File: config.mk
export PLATFORM = sky130hd
export DESIGN_NAME = dmem_access_ctrl
export DESIGN_NICKNAME = d
export VERILOG_FILES = /design/src/rtl/dmem_pkg.sv /design/src/rtl/dmem_store_buf.sv /design/src/rtl/dmem_access_ctrl.sv
export SDC_FILE = /design/constraint.sdc
export NUM_CORES = 1
export LEC_CHECK = 0
export CORE_ASPECT_RATIO = 0.8
export CORE_UTILIZATION = 25
export CTS_CLUSTER_DIAMETER = 150
export DETAILED_ROUTE_END_ITERATION = 16
export PLACE_DENSITY_LB_ADDON = 0.08
export SLEW_MARGIN = 10
export SYNTH_ARGS = -nofsm -noshare
export SYNTH_HDL_FRONTEND = slang
export SYNTH_SLANG_ARGS = --single-unit
File: constraint.sdc
create_clock -name clk -period 2.14 [get_ports clk]
set_input_delay 0.642 -clock clk [delete_from_list [all_inputs] [get_ports clk]]
set_output_delay 0.642 -clock clk [all_outputs]
set_load 0.01 [all_outputs]
File: src/rtl/dmem_pkg.sv
// Shared types and width defaults for the data-memory access controller.
// Optional feature macro used by the controller: DMEM_STORE_BUF_EN.
package dmem_pkg;

    localparam int DMEM_AW = 32;
    localparam int DMEM_DW = 32;

    typedef enum logic [1:0] {
        IDLE = 2'd0,
        REQ  = 2'd1,
        WAIT = 2'd2,
        DONE = 2'd3
    } dmem_state_t;

    // One latched bus request: direction, byte address and store data.
    typedef struct packed {
        logic               we;
        logic [DMEM_AW-1:0] addr;
        logic [DMEM_DW-1:0] wdata;
    } dmem_req_t;

endpackage

File: src/rtl/dmem_store_buf.sv
// One-entry posted store buffer. An entry is pushed from the controller's
// IDLE state and leaves when the bus grants its drain request. Only
// instantiated when DMEM_STORE_BUF_EN is defined.
module dmem_store_buf
    import dmem_pkg::*;
(
    input  logic               clk,
    input  logic               reset,
    input  logic               push_i,
    input  logic [DMEM_AW-1:0] push_addr_i,
    input  logic [DMEM_DW-1:0] push_wdata_i,
    input  logic               gnt_i,
    output logic               full_o,
    output logic [DMEM_AW-1:0] addr_o,
    output logic [DMEM_DW-1:0] wdata_o
);

    logic      full_q, full_d;
    dmem_req_t entry_q, entry_d;

    // Next-state: a push fills the entry, a grant while full empties it.
    always_comb begin
        full_d  = full_q;
        entry_d = entry_q;
        if (push_i) begin
            full_d        = 1'b1;
            entry_d.we    = 1'b1;
            entry_d.addr  = push_addr_i;
            entry_d.wdata = push_wdata_i;
        end else if (full_q && gnt_i) begin
            full_d = 1'b0;
        end
    end

    // Buffer registers; reset empties the buffer and clears its contents.
    always_ff @(posedge clk) begin
        if (reset) begin
            full_q  <= 1'b0;
            entry_q <= '0;
        end else begin
            full_q  <= full_d;
            entry_q <= entry_d;
        end
    end

    assign full_o  = full_q;
    assign addr_o  = entry_q.addr;
    assign wdata_o = entry_q.wdata;

endmodule

File: src/rtl/dmem_access_ctrl.sv
// Data-memory access controller downstream of the MEM stage: turns the
// single-cycle MEM request into a req/gnt/rvalid bus transaction and holds
// stallM while it is outstanding. AW/DW must not exceed the dmem_pkg widths.
// Optional feature: define DMEM_STORE_BUF_EN for a one-entry posted store
// buffer that lets stores retire without stalling.
module dmem_access_ctrl
    import dmem_pkg::*;
#(
    parameter int AW = DMEM_AW,
    parameter int DW = DMEM_DW
) (
    input  logic          clk,
    input  logic          reset,
    input  logic          memreadM,
    input  logic          memwriteM,
    input  logic [AW-1:0] dmem_addr,
    input  logic [DW-1:0] dmem_wd,
    output logic [DW-1:0] dmem_rd,
    output logic          stallM,
    output logic          bus_req,
    output logic          bus_we,
    output logic [AW-1:0] bus_addr,
    output logic [DW-1:0] bus_wdata,
    input  logic          bus_gnt,
    input  logic          bus_rvalid,
    input  logic [DW-1:0] bus_rdata
);

    dmem_state_t        state_q, state_d;
    dmem_req_t          req_q, req_d;
    logic [DW-1:0]      rdata_q, rdata_d;
    logic               access;
    logic               fsm_start;
    logic               sel_we;
    logic [DMEM_AW-1:0] sel_addr;
    logic [DMEM_DW-1:0] sel_wdata;

    assign access = memreadM | memwriteM;

`ifdef DMEM_STORE_BUF_EN
    logic               buf_full;
    logic               buf_push;
    logic [DMEM_AW-1:0] buf_addr;
    logic [DMEM_DW-1:0] buf_wdata;

    // A pure store seen in IDLE with an empty buffer is posted and retires
    // at once. Anything else waits for the buffer to drain; the FSM only
    // leaves IDLE with the buffer empty, so the two never share the bus.
    assign buf_push  = (state_q == IDLE) && memwriteM && !memreadM && !buf_full;
    assign fsm_start = access && !buf_full && !buf_push;

    dmem_store_buf u_store_buf (
        .clk          (clk),
        .reset        (reset),
        .push_i       (buf_push),
        .push_addr_i  (DMEM_AW'(dmem_addr)),
        .push_wdata_i (DMEM_DW'(dmem_wd)),
        .gnt_i        (bus_gnt),
        .full_o       (buf_full),
        .addr_o       (buf_addr),
        .wdata_o      (buf_wdata)
    );

    assign bus_req   = buf_full || (state_q == REQ);
    assign sel_we    = buf_full ? 1'b1 : req_q.we;
    assign sel_addr  = buf_full ? buf_addr : req_q.addr;
    assign sel_wdata = buf_full ? buf_wdata : req_q.wdata;
    assign stallM    = access && (state_q != DONE) && !buf_push;
`else
    assign fsm_start = access;
    assign bus_req   = (state_q == REQ);
    assign sel_we    = req_q.we;
    assign sel_addr  = req_q.addr;
    assign sel_wdata = req_q.wdata;
    assign stallM    = access && (state_q != DONE);
`endif

    // Bus address is always word aligned; the raw byte address is latched.
    assign bus_we    = sel_we;
    assign bus_addr  = AW'(sel_addr) & ~AW'(3);
    assign bus_wdata = DW'(sel_wdata);
    assign dmem_rd   = rdata_q;

    // Next-state and latch updates; a simultaneous read+write is a read.
    always_comb begin
        state_d = state_q;
        req_d   = req_q;
        rdata_d = rdata_q;
        unique case (state_q)
            IDLE: begin
                if (fsm_start) begin
                    req_d.we    = memwriteM && !memreadM;
                    req_d.addr  = DMEM_AW'(dmem_addr);
                    req_d.wdata = DMEM_DW'(dmem_wd);
                    state_d     = REQ;
                end
            end
            REQ: begin
                if (bus_gnt) begin
                    state_d = req_q.we ? DONE : WAIT;
                end
            end
            WAIT: begin
                if (bus_rvalid) begin
                    rdata_d = bus_rdata;
                    state_d = DONE;
                end
            end
            DONE: begin
                state_d = IDLE;
            end
            default: begin
                state_d = IDLE;
            end
        endcase
    end

    // State and request/response latches with synchronous reset.
    always_ff @(posedge clk) begin
        if (reset) begin
            state_q <= IDLE;
            req_q   <= '0;
            rdata_q <= '0;
        end else begin
            state_q <= state_d;
            req_q   <= req_d;
            rdata_q <= rdata_d;
        end
    end

endmodule
==> results by group <==
Run status
  • Status: complete, no violations

Yosys
  • Seq cells post-synth: 97
  • Synth top cells by count: 189 x nand2_1, 97 x a21oi_1, 97 x dfxtp_1, 18 x buf_2, 13 x clkbuf_1
  • Async S/R FF share, synth: 0
  • Synth area leader: dfxtp_1
  • Largest cells by area after synthesis: dfxtp_1 56%, nand2_1 20%, a21oi_1 14%
  • Most common cell in the synthesized netlist: nand2_1
  • Seq/Total Area, Yosys: 0.556
  • Yosys top cell area share: 0.556
  • Post-synth EDFFs: 0
  • Mapped Cells: 440
  • Synth Area per Inst: 7.94 sq um
  • Post-Syn Area: 0.00349 sq mm
  • Primary FF master, synth: dfxtp_1
  • Synth warnings: 0
  • Number of distinct library cells after synthesis: 23

Route
  • Routed Antenna Nets: 0
  • Initial drt markers: around 130
  • Via/cell ratio: 4.27
  • Total number of vias: 3469
  • DRC: 0
  • First-pass iteration count of the detailed router: 7
  • WL/cell: 13.2 um
  • Total routed wirelength: approximately 11 mm

Floorplan
  • I/O pin cnt: 201
  • Die Area: 0.0145 sq mm
  • Die Ht: approximately 110 um
  • Die Wd: 134 um
  • Initial core utilization: 0.257
  • Core area: 0.0136 sq mm
  • Row count: 38

Placement
  • Dpl cells: 797
  • DP Area: 0.00572 sq mm
  • Port bufs: 196
  • Hpwl dp: roughly 7.5 mm
  • RePlAce Congestion: 0.760

Clocking
  • Clock tree buffer depth: 2
  • CTS tree: done
  • Clock Latency Late Sink: 340 ps
  • Reg clk slew, reported paths: 70 ps
  • Setup Buffers After CTS: 0
  • CTS Buf Count: 9
  • Clock root cell: clkbuf_16
  • H-tree depth: 3
  • CTS Sinks: 97

Worst setup path
  • Flop2flop setup slack: 450 ps
  • Setup crit end kind: output port
  • Worst setup SP type: input port
  • Buffers & Inverters on Critical Path: 2
  • Most numerous cell on the critical path: nor2_1
  • Arrival @ worst endpoint: about 1400 ps
  • CP Cell Sequence: clkdlybuf4s50_1 -> nor2_1 -> nor2_1 -> buf_2
  • Slowest cell on the critical path: clkdlybuf4s50_1
  • CP Max Fanout: 2
  • CP Class: input port to output port
  • WP data required: 1500 ps
  • Largest stage delay on the critical path: 490 ps
  • Largest delay share family, worst path: buffers and inverters

Power
  • Max IR drop VDD: 481 uV
  • P_int: roughly 4.5 mW
  • Reg power frac: 0.356
  • Switching portion of total power: 0.333
  • Gate power share: 0.399
  • Clk pwr share: 0.245
  • Leakage: 2.20 nW
  • P_sw: 2.24 mW
  • Power per cell area: 1120 mW/mm^2

Finish
  • Final Instance Area: ~0.006 sq mm
  • Fraction of layout cells with a size suffix above 1: 0.0585
  • Number of diodes: 0
  • Area delta synth->final: 72.4%
  • Nets: 736
  • Fin cells: 813

STA
  • Fin. max-slew vios: 0
  • Final Cycle Share: 0.951
  • F_max: 0.491 GHz
  • Layout Skew: 7.18 ps
  • Setup TNS: 0 ps
  • Period minus WS final: 2040 ps
  • Fin. Hold Viols: 0
  • Final setup fails: 0
  • RSZ-0062 raised after global routing: no

Job
  • Max-cap violations: 0

Min path
  • Worst Hold Class: flip-flop to flip-flop

Global routing
  • Global route overflow: 0
  • Largest net degree at the start of global routing: 42
  • Initial antenna violation count: 0
  • First-pass GRT wire length: 16.6 mm
  • Tot GR Track Use: 0.148
  • Vias in the first global route: 3318
==> power groups by stage <==
stage	Combinational (mW)	Sequential [mW]	Clock (mW)
after floorplan	1.11	2.60	0
after global placement	2.70	2.42	0
after detailed placement	2.74	2.44	0
after CTS	2.74	2.40	1.71
after global routing	2.95	2.45	1.79
final	2.68	2.39	1.65
==> final timing paths <==
check                     startpoint                 endpoint  cells past startpoint
max                        memwriteM                   stallM                      4
min          dmem_rd[9]$_SDFFE_PP0P_  dmem_rd[9]$_SDFFE_PP0P_                      2
max reg2reg  state_q[0]$_SDFFE_PP0P_  state_q[0]$_SDFFE_PP0P_                      5
min reg2reg  dmem_rd[9]$_SDFFE_PP0P_  dmem_rd[9]$_SDFFE_PP0P_                      2
==> routing by layer <==
layer / track usage / wire length (um) / vias to the layer above
met5: 0 / 0 / -
met4: 0.0433 / 109 / 0
li1: - / - / 1783
met3: 0.0645 / 1040 / 9
met1: 0.180 / 4750 / 1550
met2: 0.234 / 4810 / 127
==> kinds of logic (layout without fill, tap and decap cells) <==
| logic type | after synthesis | count (layout) | synth area share |
|---|---|---|---|
| other | 1 | 2 | 0.00107 |
| AO/OA/AOI/OAI | 103 | 103 | 0.154 |
| AND/OR/NAND/NOR | 198 | 198 | 0.221 |
| buffers and inverters | 35 | 227 | 0.0462 |
| adder cells (fa/ha/maj) | 6 | 6 | 0.0215 |
| flip-flops | 97 | 97 | 0.556 |
==> through the flow <==
stage          worst slack (ps)  hold slack (ps)  utilization  total power, mW
3_5_place_dp               -308              446        0.421             5.18
6_report                    104              452        0.443             6.73
5_1_grt                    26.0              474        0.443             7.18
3_3_place_gp               -301              441        0.421             5.12
4_1_cts                    3.13              455        0.443             6.85
2_1_floorplan               656              481            -             3.71
==> registers in the layout (all words and copies together) (netlist names) <==
name	count
bus_we	1
sel_addr	30
state_q	2
bus_wdata	32
dmem_rd	32
==> worst reg2reg max path, cell delays in order, from the launching register on <==
cell and delay, ps:
dfxtp_1 360, inv_1 150, ha_1 300, or3b_4 440, and3_4 170, a311oi_2 190
==> layout by cell type, fill, tap and decap left out, types with 2 or more instances in the layout <==
cell type	synthesis	routed
buf_4	2	7
clkinv_4	0	2
ha_1	6	6
nor2_1	2	2
dfxtp_1	97	97
a21oi_1	97	97
clkbuf_16	0	9
inv_1	2	2
nand2_1	189	189
conb_1	1	2
buf_12	0	7
clkinvlp_4	0	2
clkdlybuf4s50_1	0	193
==> final cells by class <==
cell class / instances / area (sq um)
well taps: 180 / 225
clock inverters: 6 / 67.6
repair buffers: 209 / 2140
inverters: 2 / 7.51
multi-input cells: 309 / 1400
flip-flops and latches: 97 / 1940
fillers: 1371 / 7580
clock buffers: 10 / 239
==> repair_timing <==
action	in CTS	in global routing
gates cloned	0	0
endpoints found under the setup margin	2	1
pin swaps	0	0
hold buffers	0	0
gates resized for setup	4	1
(Power assumes the default switching activity.)
==> RTL change (config.mk and constraints unchanged) <==
Change the package constant `DMEM_DW` from 32 to 64.
--- a/src/rtl/dmem_pkg.sv
+++ b/src/rtl/dmem_pkg.sv
@@ -4,5 +4,5 @@
 
     localparam int DMEM_AW = 32;
-    localparam int DMEM_DW = 32;
+    localparam int DMEM_DW = 64;
 
     typedef enum logic [1:0] {
Ports: changed (resized bus_rdata, bus_wdata, dmem_rd and dmem_wd); port bits go from 201 to 329. The function was not compared with the original's and may differ.
==> RTL change against the unedited design <==
Routed wire length up 83%. Final area grew 64%. Worst setup slack improved by 0.017 ns. Largest cell class unchanged. Critical path type is now register to output pin. Sequential cell count increased by 64. Sequential power grew 63%. Synthesized area rose by 62%. Power rose by 63%. Critical path depth is 1 lower.
==> RTL change: results <==
[placement]
dp_slack_ns = -0.470
dpl_cell_area_um2 = 9310
placed_cells = 1304
globalplace.congestion = 0.731
hpwlAfterDp_um = 13500
port_buffers = 324

[timing]
hold-worst-slack_ns = 0.452
fmax_ghz = 0.495
skew_ns = 0.0125

[synth]
synth_common_cells = nand2_1 (317), a21oi_1 (161), dfxtp_1 (161), clkbuf_1 (27), buf_2 (22)
synthCells = 716
synthTopCellsByArea = dfxtp_1 (57%), nand2_1 (21%), a21oi_1 (14%), buf_2 (1.9%), clkbuf_1 (1.8%)
yosysSeqAreaShare = 0.570
async_flop_share = 0

[global_route]
grt_pass1_vias = 5295
grt_pass1_wl_um = 29900
track_usage = 0.166
grt_antenna_before_repair = 1
grt_max_degree = 55

[critical_path]
cp_max_fo = 5

[finish]
drive_gt1_frac = 0.0550
finalNetCount = 1195
fill_cells = 2209

[status]
outcome = finished, final reports clean

[cts]
cts_max_level = 4
worstSkewPairLatency_ns = 0.42
cts_buffers = 17

[power_and_ir_drop]
peakVddDrop_mv = 0.476
p_leak_nw = 3.57

[routing]
drt_first_pass_iters = 4
totalWireLength_um = 19600
drt_iter0_drc = 281
drt-vias-per-instance = 4.21
wl_per_cell_um = 14.6
-- RTL change: cell families after synthesis --
logic type	synth area share
AND/OR/NAND/NOR	0.220
adder cells (fa/ha/maj)	0.0133
buffers and inverters	0.0434
AO/OA/AOI/OAI	0.152
other	0.000664
flip-flops	0.570
-- RTL change: final timing paths --
kind,from,end,cells after the start
max,state_q[1],bus_req,3
min,bus_wdata[19],bus_wdata[19],2
min reg2reg,bus_wdata[19],bus_wdata[19],2
max reg2reg,state_q[0],state_q[0],5
-- RTL change: stage by stage --
stage               total power, mW   util
floorplan                      5.87      -
global placement               8.15  0.426
detailed placement             8.15  0.426
CTS                            11.2  0.452
global route                   11.7  0.452
finish                         11.0  0.452
-- RTL change: timing repair --
item	in CTS	in global routing
pin swaps	0	1
setup endpoints to repair	2	2
resized for setup	6	5
setup buffers	0	0
hold endpoints to repair	0	0
-- RTL change: worst max-delay path: stages, from the launching register on --
cell and delay [ns]:
dfxtp_2 0.33, inv_1 0.13, ha_1 0.20, clkdlybuf4s15_1 0.30
-- RTL change: final cells by class --
class	instances	area, um2	share of cell area
Timing Repair Buffer	340	3500	0.354
Sequential cell	161	3220	0.326
Multi-Input combinational cell	501	2210	0.224
Clock buffer	19	433	0.0438
Tap cell	300	375	0.0380
Clock inverter	13	130	0.0132
Inverter	2	7.51	0.000760
-- RTL change: routing by layer --
layer / wire length (um) / track usage / share of wire
met4: 183 / 0.0450 / 0.0094
met5: 13 / 0 / 0.00066
met2: 9150 / 0.269 / 0.47
met1: 8650 / 0.206 / 0.44
met3: 1550 / 0.0614 / 0.079
-- RTL change: report_power, final --
part / internal [mW] / switching, mW
Clock: 1.63 / 1.34
Sequential: 3.61 / 0.297
Combinational: 2.01 / 2.08
